## src/rtl/bitcol_sched.sv

```systemverilog
// Bit-column scheduler: turns per-group non-zero column masks into an MSB-first stream of
// shift offsets for the BCE, with one active group slot and a one-entry skid buffer.
module bitcol_sched (
   input  logic       clk,
   input  logic       rstn,
   input  logic       in_valid,
   output logic       in_ready,
   input  logic [6:0] in_index,
   input  logic       in_last,
   output logic       col_valid,
   input  logic       col_ready,
   output logic [2:0] col_offset,
   output logic       col_first,
   output logic       col_last,
   output logic [2:0] grp_ncols,
   output logic       grp_done,
   output logic       tile_done,
   output logic       busy
);

   logic       act_vld_q, act_vld_d;
   logic [6:0] act_mask_q, act_mask_d;
   logic       act_last_q, act_last_d;
   logic       act_first_q, act_first_d;
   logic [2:0] act_ncols_q, act_ncols_d;
   logic       nxt_vld_q, nxt_vld_d;
   logic [6:0] nxt_mask_q, nxt_mask_d;
   logic       nxt_last_q, nxt_last_d;

   logic [2:0] top_idx;
   logic [6:0] top_bit;
   logic       mask_nz;
   logic       mask_one;
   logic       issue;
   logic       retire;
   logic       act_free;
   logic       in_hs;

   function automatic logic [2:0] popcnt7(input logic [6:0] m);
      logic [2:0] c;
      c = '0;
      for (int i = 0; i < 7; i++) begin
         c = c + {2'b00, m[i]};
      end
      return c;
   endfunction

   // Ascending scan, so the highest set bit wins.
   always_comb begin
      top_idx = 3'd0;
      for (int i = 0; i < 7; i++) begin
         if (act_mask_q[i]) begin
            top_idx = 3'(i);
         end
      end
   end

   assign top_bit  = 7'd1 << top_idx;
   assign mask_nz  = (act_mask_q != 7'd0);
   assign mask_one = mask_nz && ((act_mask_q & (act_mask_q - 7'd1)) == 7'd0);

   assign col_valid  = act_vld_q && mask_nz;
   assign col_offset = top_idx;
   assign col_last   = col_valid && mask_one;
   assign col_first  = col_valid && act_first_q;

   assign issue    = col_valid && col_ready;
   // A zero-mask group retires after exactly one cycle in ACT.
   assign retire   = (issue && col_last) || (act_vld_q && !mask_nz);
   assign act_free = !act_vld_q || retire;

   assign in_ready = !nxt_vld_q;
   assign in_hs    = in_valid && in_ready;

   assign grp_done  = retire;
   assign tile_done = retire && act_last_q;
   assign grp_ncols = act_vld_q ? act_ncols_q : 3'd0;
   assign busy      = act_vld_q || nxt_vld_q;

   always_comb begin
      act_vld_d   = act_vld_q;
      act_mask_d  = act_mask_q;
      act_last_d  = act_last_q;
      act_first_d = act_first_q;
      act_ncols_d = act_ncols_q;
      nxt_vld_d   = nxt_vld_q;
      nxt_mask_d  = nxt_mask_q;
      nxt_last_d  = nxt_last_q;

      if (issue) begin
         act_mask_d  = act_mask_q & ~top_bit;
         act_first_d = 1'b0;
      end

      if (act_free) begin
         if (nxt_vld_q) begin
            act_vld_d   = 1'b1;
            act_mask_d  = nxt_mask_q;
            act_last_d  = nxt_last_q;
            act_first_d = 1'b1;
            act_ncols_d = popcnt7(nxt_mask_q);
            // in_ready is low while NXT is full, so no new descriptor can land here.
            nxt_vld_d   = in_hs;
         end else if (in_hs) begin
            act_vld_d   = 1'b1;
            act_mask_d  = in_index;
            act_last_d  = in_last;
            act_first_d = 1'b1;
            act_ncols_d = popcnt7(in_index);
         end else begin
            act_vld_d = 1'b0;
         end
      end else if (in_hs) begin
         nxt_vld_d  = 1'b1;
         nxt_mask_d = in_index;
         nxt_last_d = in_last;
      end
   end

   always_ff @(posedge clk or negedge rstn) begin
      if (!rstn) begin
         act_vld_q   <= 1'b0;
         act_mask_q  <= 7'd0;
         act_last_q  <= 1'b0;
         act_first_q <= 1'b0;
         act_ncols_q <= 3'd0;
         nxt_vld_q   <= 1'b0;
         nxt_mask_q  <= 7'd0;
         nxt_last_q  <= 1'b0;
      end else begin
         act_vld_q   <= act_vld_d;
         act_mask_q  <= act_mask_d;
         act_last_q  <= act_last_d;
         act_first_q <= act_first_d;
         act_ncols_q <= act_ncols_d;
         nxt_vld_q   <= nxt_vld_d;
         nxt_mask_q  <= nxt_mask_d;
         nxt_last_q  <= nxt_last_d;
      end
   end

endmodule

```

## config.mk

```make
export PLATFORM = sky130hd
export DESIGN_NAME = bitcol_sched
export DESIGN_NICKNAME = d
export VERILOG_FILES = /design/src/rtl/bitcol_sched.sv
export SDC_FILE = /design/constraint.sdc
export NUM_CORES = 1
export LEC_CHECK = 0
export CAP_MARGIN = 20
export CORE_MARGIN = 5
export CORE_UTILIZATION = 52
export DETAILED_ROUTE_END_ITERATION = 6
export GPL_ROUTABILITY_DRIVEN = 0
export PLACE_DENSITY_LB_ADDON = 0.1
export SYNTH_ARGS = -nofsm -noshare
export SYNTH_HDL_FRONTEND = slang
export SYNTH_SLANG_ARGS = --single-unit
```

## constraint.sdc

```tcl
create_clock -name clk -period 3 [get_ports clk]
set_input_delay 0.3 -clock clk [delete_from_list [all_inputs] [get_ports clk]]
set_output_delay 0.3 -clock clk [all_outputs]
set_load 0.01 [all_outputs]
```

==> results of run 1 <==
[layout make-up]
type | instances | area, um2 | area share
inverter | 16 | 60.1 | 0.0344
tap | 30 | 37.5 | 0.0215
clock buffer | 3 | 22.5 | 0.0129
multi-input combinational | 88 | 764 | 0.437
timing repair buffer | 31 | 313 | 0.179
sequential | 22 | 551 | 0.315
[worst register-to-register path: stages, from the launching register on]
cell,delay [ns]
dfrtp_1,0.43
fa_1,0.55
inv_1,0.06
fa_1,0.47
inv_1,0.05
fa_1,0.35
inv_1,0.08
fa_1,0.40
mux2i_1,0.13
mux2_2,0.16
[worst max path at each step]
stage | startpoint | endpoint | slack (ns) | cells after the start
after floorplan | nxt_mask_q[0] | act_ncols_q[1] | 0.40 | 9
after global placement | in_index[0] | act_ncols_q[1] | -0.04 | 10
after detailed placement | in_index[0] | act_ncols_q[1] | -0.05 | 10
after CTS | act_mask_q[1] | tile_done | 0.13 | 6
after global routing | act_mask_q[1] | tile_done | 0.05 | 6
final | act_mask_q[1] | tile_done | 0.22 | 6
[cells by family (layout without fill, tap and decap cells)]
| logic type | Yosys count | in the layout | synth area share |
|---|---|---|---|
| simple gates | 30 | 30 | 0.124 |
| compound gates | 33 | 33 | 0.177 |
| buf+inv | 20 | 50 | 0.0557 |
| mux | 17 | 17 | 0.133 |
| flops | 22 | 22 | 0.395 |
| fa+ha+maj | 8 | 8 | 0.115 |
[routing by layer]
metal,vias to the layer above,wire (um),global-route usage
met4,0,19,0.0545
met2,29,1420,0.280
met5,-,0,0
met3,2,150,0.0289
li1,517,-,-
met1,529,1270,0.256
[layout by cell type, fill, tap and decap left out, drive strengths merged, types with 3 or more instances in the layout]
master         instances
a21oi                  3
a22oi                  7
and2                   5
buf                    7
clkbuf                 3
clkdlybuf4s50         24
dfrtp                 22
fa                     8
inv                   16
mux2                  12
mux2i                  5
nand2                  7
nor2                   8
nor3b                  3
o21ai                  7
o22ai                  7
[power by group through the flow]
stage / combinational (mW) / clock, mW / sequential (mW)
6_report: 1.36 / 0.128 / 0.643
5_1_grt: 1.54 / 0.149 / 0.670
4_1_cts: 1.35 / 0.134 / 0.642
3_5_place_dp: 1.34 / 0 / 0.650
3_3_place_gp: 1.31 / 0 / 0.637
2_1_floorplan: 0.958 / 0 / 0.566
[timing repair]
action | 4_1_cts | 5_1_grt
setup endpoints to repair | 0 | 1
buffers inserted | 0 | 2
hold buffers | 0 | 0
[flip-flops by register name (all words and copies together), names as in the netlist]
name,cells
act_mask_q,7
nxt_vld_q,1
nxt_last_q,1
act_ncols_q,3
act_first_q,1
act_last_q,1
nxt_mask_q,7
act_vld_q,1
==> impl_metrics.ini, run 1 <==
[outcome]
status = complete, no violations

[route]
route.detailed.drc = 0
postRouteAntennaNets = 0
avgViaCountPerCell = 5.67
drtIter0Drc = 57
dr.pass1.iters = 4
vias = 1077
routed_wl_um = 2860
wire_per_inst_um = 15.1

[sta]
slew_headroom = 0.615
maxSlewViolCount = 0
finalCritPeriodShare = 0.926
setup_slack_ns = 0.221
tightest_slew_ns = 0.577
setup_viol = 0
finalCriticalPeriod_ns = 2.78
fin_setup_tns_ns = 0
rsz0062_at_grt = no
max_freq_mhz = 360
skew_ns = 0.00419
fin_hold_ws_ns = 0.215
hold_violations = 0

[die]
chipWidth_um = 61.8
dieArea_um2 = 3810
ios = 25
die_y_um = 61.8
core_area_um2 = 2520
row_count = 18
start_util = 0.552

[worst_setup_path]
r2r_cells = 9
worst_ep_arrival_time_ns = 2.48
start_kind = flop
worst-path-buf-inv = 1
path_class = flop to output port
worstPathRequired_ns = 2.70
cp_slowest_cell = dfrtp_1
worst_setup_path_end_kind = output port
reg2reg_from = nxt_mask_q[0]
cpPeakStageDelay_ns = 0.50
timing.rr.end = act_ncols_q[1]
path_cells = nor4_4 -> mux2i_1 -> a21oi_2 -> a31o_2 -> and2_1 -> clkdlybuf4s50_1
crit_family = simple AND/OR/NAND/NOR gates
reg2reg_setup_slack_ns = 0.28
crit_fanout = 7

[cells_and_area]
n_antenna_cell = 0
design_area_um2 = 1750
drive_gt1_frac = 0.194
syn2layout_area_growth_pct = 25.5
fillers = 191
nNetsFinal = 182
finalCoreUtilization = 0.693
fin_cells = 190

[synth]
synthArstFlopShare = 1.00
synthDistinctLibCells = 33
syn-instance-count = 130
synth_top_area_cell = dfrtp_1
synth_edf_count = 0
synth-seq-area-share = 0.395
yosys_warnings = 0
syn_area_um2 = 1390
ys_ff_latch = 22
synth_area_leaders = dfrtp_1, fa_1, mux2_2, inv_1, a22oi_1
yosysMostFrequentCell = dfrtp_1
synth_nets = 150
dominantRegCellSynth = dfrtp_1
synth_area_per_cell_um2 = 10.7
synth_top_area_frac = 0.395
synthTopCellsByCount = dfrtp_1, inv_1, mux2_2

[global_route]
antenna_found_initial = 0
grt_pass1_vias = 1033
grtUsageTotal = 0.178
grt_max_degree = 23
grt_overflow_total = 0
grt_pass1_wl_um = 4970

[power]
power_density_nw_per_um2 = 1220
intPower_mw = 1.23
power_mw = 2.14
clkPwrFrac = 0.060
seqPwrFrac = 0.301
comb_power_share = 0.639
leakage_nw = 0.761
p_switching_mw = 0.908
ir_drop_v = 0.000710
swShare = 0.425

[placed_design]
dp.final_hpwl_um = 2190
place_area_um2 = 1680
placedCellCount = 184
pre_cts_ws_ns = -0.0499
port_buffers = 24

[cts]
worstSkewPairLatency_ns = 0.30
cts_tree = done
cts-resized-gates = 0
cts_buffer_depth = 2
cts_sinks = 22
cts_made_buffers = 3
root_buffer = clkbuf_4
cts_max_level = 1
cts.clk_slew.worst_paths_ns = 0.11

[flow_run]
maxCapViolations = 0

[worst_hold_path]
hold_path_class = input port to asynchronous set/reset pin
(Power assumes the default switching activity.)
==> run 2: changes to the inputs <==
--- a/config.mk
+++ b/config.mk
@@ -5,7 +5,7 @@
 export SDC_FILE = /design/constraint.sdc
 export NUM_CORES = 1
 export LEC_CHECK = 0
-export CAP_MARGIN = 20
+export CAP_MARGIN = 30
 export CORE_MARGIN = 5
 export CORE_UTILIZATION = 52
 export DETAILED_ROUTE_END_ITERATION = 6
==> impl_metrics.ini, run 2 (same netlist as run 1, synthesis figures left out) <==
[power]
ir_drop_v = 0.000783
leakage_nw = 0.768
power_mw = 2.19
power_density_nw_per_um2 = 1250

[worst_setup_path]
cpPeakStageDelay_ns = 0.51
crit_family = simple AND/OR/NAND/NOR gates
crit_fanout = 7
worst_setup_path_end_kind = output port
worst_ep_arrival_time_ns = 2.51
start_kind = flop
path_cells = nor4_4 -> mux2i_1 -> a21oi_2 -> a31o_2 -> and2_1 -> clkdlybuf4s50_1
cp_slowest_cell = dfrtp_1
path_class = flop to output port
worstPathRequired_ns = 2.70
worst-path-buf-inv = 1

[route]
routed_wl_um = 2990
dr.pass1.iters = 4
routed.top_layer = met4
vias = 1089
postRouteAntennaNets = 0
routed-wl-met2_um = 1490
avgViaCountPerCell = 5.67
drtIter0Drc = 87
wl_met3_um = 130
wl_met1_um = 1340
route.detailed.drc = 0
wire_per_inst_um = 15.6

[global_route]
grt_pass1_vias = 1059
grtUsageTotal = 0.188
antenna_found_initial = 0
grt_overflow_total = 0
grt_pass1_wl_um = 5130
grt_max_degree = 17

[cts]
worstSkewPairLatency_ns = 0.31
cts_setup_buffers = 0
cts_max_level = 1
cts-resized-gates = 0
cts_sinks = 22
root_buffer = clkbuf_4
cts_tree = done
cts_hold_buffers = 0
cts_buffer_depth = 2
cts.clk_slew.worst_paths_ns = 0.12
cts_made_buffers = 3

[sta]
hold_violations = 0
maxSlewViolCount = 0
finalCritPeriodShare = 0.936
setup_viol = 0
finalCriticalPeriod_ns = 2.81
fin_hold_ws_ns = 0.278
skew_ns = 0.00455
max_freq_mhz = 356
tightest_slew_ns = 0.577
rsz0062_at_grt = no
slew_headroom = 0.615

[placed_design]
port_buffers = 24
dp.final_hpwl_um = 2320
placedCellCount = 185

[flow_run]
maxCapViolations = 0

[cells_and_area]
drive_gt1_frac = 0.204
fin_cells = 192
top_regs = act_mask_q: 7 flops, nxt_mask_q: 7 flops, act_ncols_q: 3 flops
syn2layout_area_growth_pct = 26.1
layout_commonest_cell = clkdlybuf4s50_1
fillers = 186
nNetsFinal = 183
n_antenna_cell = 0
most-common-layout-cells = clkdlybuf4s50_1, dfrtp_1, inv_1, mux2_2, fa_1

[die]
dieArea_um2 = 3810
ios = 25
chipWidth_um = 61.8
row_count = 18
die_y_um = 61.8
start_util = 0.552
core_area_um2 = 2520

[outcome]
status = complete, no violations

[worst_hold_path]
hold_path_class = input port to asynchronous set/reset pin
-- run 2: cell count changes in the layout (fill, tap and decap cells not counted), sizes merged --
cell / change
buf: +1
clkbuf: +1
-- run 2: cell type report --
| class | count | area, um2 | area share |
|---|---|---|---|
| Clock buffer | 4 | 36.3 | 0.0207 |
| Inverter | 16 | 60.1 | 0.0342 |
| Multi-Input combinational cell | 88 | 764 | 0.435 |
| Sequential cell | 22 | 551 | 0.313 |
| Tap cell | 30 | 37.5 | 0.0214 |
| Timing Repair Buffer | 32 | 308 | 0.175 |
-- run 2: path summary, 6_finish.rpt --
| check | startpoint | end | slack (ns) | cells after the start |
|---|---|---|---|---|
| setup reg to reg | nxt_mask_q[0] | act_ncols_q[1] | 0.28 | 9 |
| setup / recovery | act_mask_q[1] | tile_done | 0.19 | 6 |
| hold reg to reg | act_first_q | act_first_q | 0.49 | 2 |
| max in group asynchronous | rstn | act_mask_q[0] | 2.27 | 2 |
| min in group clk | act_first_q | act_first_q | 0.49 | 2 |
| hold / removal | rstn | nxt_last_q | 0.28 | 1 |
-- run 2: routing by layer --
layer / up-vias / GRT usage
met1: 539 / 0.263
met5: - / 0
li1: 519 / -
met3: 4 / 0.0351
met4: 0 / 0.0727
met2: 27 / 0.291
-- run 2: through the flow --
stage               utilization  instance area [um2]  setup slack, ns  TNS [ns]
finish                    0.696                 1760            0.191         0
global route              0.696                 1760           0.0386         0
CTS                       0.688                 1730           0.0672         0
global placement          0.667                 1680          -0.0411   -0.0411
detailed placement        0.673                 1700          -0.0525   -0.0525
floorplan                     -                 1390            0.403         0
-- run 2: power by group --
group | switching (mW) | total, mW | leakage, nW | internal [mW]
sequential | 0.197 | 0.641 | 0.263 | 0.444
clock | 0.0931 | 0.167 | 0.0210 | 0.0742
combinational | 0.638 | 1.38 | 0.484 | 0.746
==> run 3: changes to the inputs <==
==> constraint.sdc (replaced) <==
create_clock -name clk -period 2.95 [get_ports clk]
set_input_delay 0.295 -clock clk [delete_from_list [all_inputs] [get_ports clk]]
set_output_delay 0.295 -clock clk [all_outputs]
set_load 0.01 [all_outputs]
==> impl_metrics.ini, run 3 (same netlist as run 1, synthesis figures left out) <==
[outcome]
status = complete, no violations

[cts]
cts_made_buffers = 3
cts_max_level = 1
cts.clk_slew.worst_paths_ns = 0.13
cts_tree = done
root_buffer = clkbuf_4
cts_buffer_depth = 2
cts_sinks = 22
worstSkewPairLatency_ns = 0.32
cts_hold_buffers = 0

[worst_setup_path]
start_kind = flop
path_class = flop to output port
crit_fanout = 7
worst_ep_arrival_time_ns = 2.51
worstPathRequired_ns = 2.65
worst_setup_path_end_kind = output port

[die]
dieArea_um2 = 3810
chipWidth_um = 61.8
row_count = 18
core_area_um2 = 2520
start_util = 0.552
ios = 25
die_y_um = 61.8

[cells_and_area]
syn2layout_area_growth_pct = 26.4
layout_commonest_cell = clkdlybuf4s50_1
most-common-layout-cells = clkdlybuf4s50_1, dfrtp_1, inv_1, mux2_2, fa_1
nNetsFinal = 183
drive_gt1_frac = 0.210
finalCoreUtilization = 0.698
top_regs = act_mask_q: 7 flops, nxt_mask_q: 7 flops, act_ncols_q: 3 flops
fin_cells = 192
n_antenna_cell = 0
fillers = 184

[placed_design]
dp.final_hpwl_um = 2320
placedCellCount = 185
port_buffers = 24
pre_cts_ws_ns = -0.0975

[worst_hold_path]
hold_path_class = input port to asynchronous set/reset pin

[route]
vias = 1093
dr.pass1.iters = 4
avgViaCountPerCell = 5.69
wire_per_inst_um = 15.7
route.detailed.drc = 0
routed_wl_um = 3010
drtIter0Drc = 68
postRouteAntennaNets = 0

[sta]
finalCriticalPeriod_ns = 2.80
setup_viol = 0
setup_slack_ns = 0.150
rsz0062_at_grt = no
max_freq_mhz = 357
tightest_slew_ns = 0.571
fin_setup_tns_ns = 0
maxSlewViolCount = 0
hold_violations = 0
finalCritPeriodShare = 0.949
skew_ns = 0.0100
slew_headroom = 0.619

[power]
ir_drop_v = 0.000796
power_density_nw_per_um2 = 1270
leakage_nw = 0.769
power_mw = 2.24

[global_route]
grtUsageTotal = 0.188
grt_pass1_vias = 1059
antenna_found_initial = 0
grt_overflow_total = 0
grt_pass1_wl_um = 5130
grt_max_degree = 17

[flow_run]
maxCapViolations = 0
## run 3: per-stage QoR
stage | hold slack [ns] | cell area, um2
after floorplan | -0.000591 | 1390
after global placement | 0.453 | 1680
after detailed placement | 0.466 | 1700
after CTS | 0.287 | 1730
after global routing | 0.279 | 1760
final | 0.266 | 1760
## run 3: cell type report
class                           instances  area, um2  area share
Inverter                               16       60.1      0.0341
Sequential cell                        22        551       0.313
Timing Repair Buffer                   32        308       0.175
Multi-Input combinational cell         88        768       0.436
Tap cell                               30       37.5      0.0213
Clock buffer                            4       36.3      0.0206
## run 3: final timing paths
path | from | endpoint | slack [ns] | cells past startpoint
max | act_mask_q[1] | tile_done | 0.15 | 6
min | rstn | nxt_last_q | 0.27 | 1
max reg2reg | nxt_mask_q[0] | act_ncols_q[1] | 0.23 | 9
min reg2reg | act_first_q | act_first_q | 0.49 | 2
max in group asynchronous | rstn | act_mask_q[0] | 2.23 | 2
min in group clk | act_first_q | act_first_q | 0.49 | 2
## run 3: where the power goes
group          internal (mW)  switching, mW  leakage [nW]
registers              0.452          0.200         0.263
clock network         0.0756         0.0961        0.0210
logic                  0.765          0.655         0.485
total                   1.29          0.951         0.769
## run 3: per-layer routing
metal	global-route usage	routed length [um]
met1	0.263	1350
met2	0.291	1480
met3	0.0351	136
met4	0.0727	46
met5	0	0
## run 3: worst max-delay path, stage by stage (launching register included)
cell and delay (ns):
dfrtp_1 0.51, nor4_4 0.40, mux2i_2 0.32, a21oi_2 0.10, a31o_2 0.24, and2_1 0.15
clkdlybuf4s50_1 0.47
## run 3: timing repair
action	4_1_cts	5_1_grt
resized for setup	0	1
buffers inserted	0	3
endpoints found under the setup margin	0	2
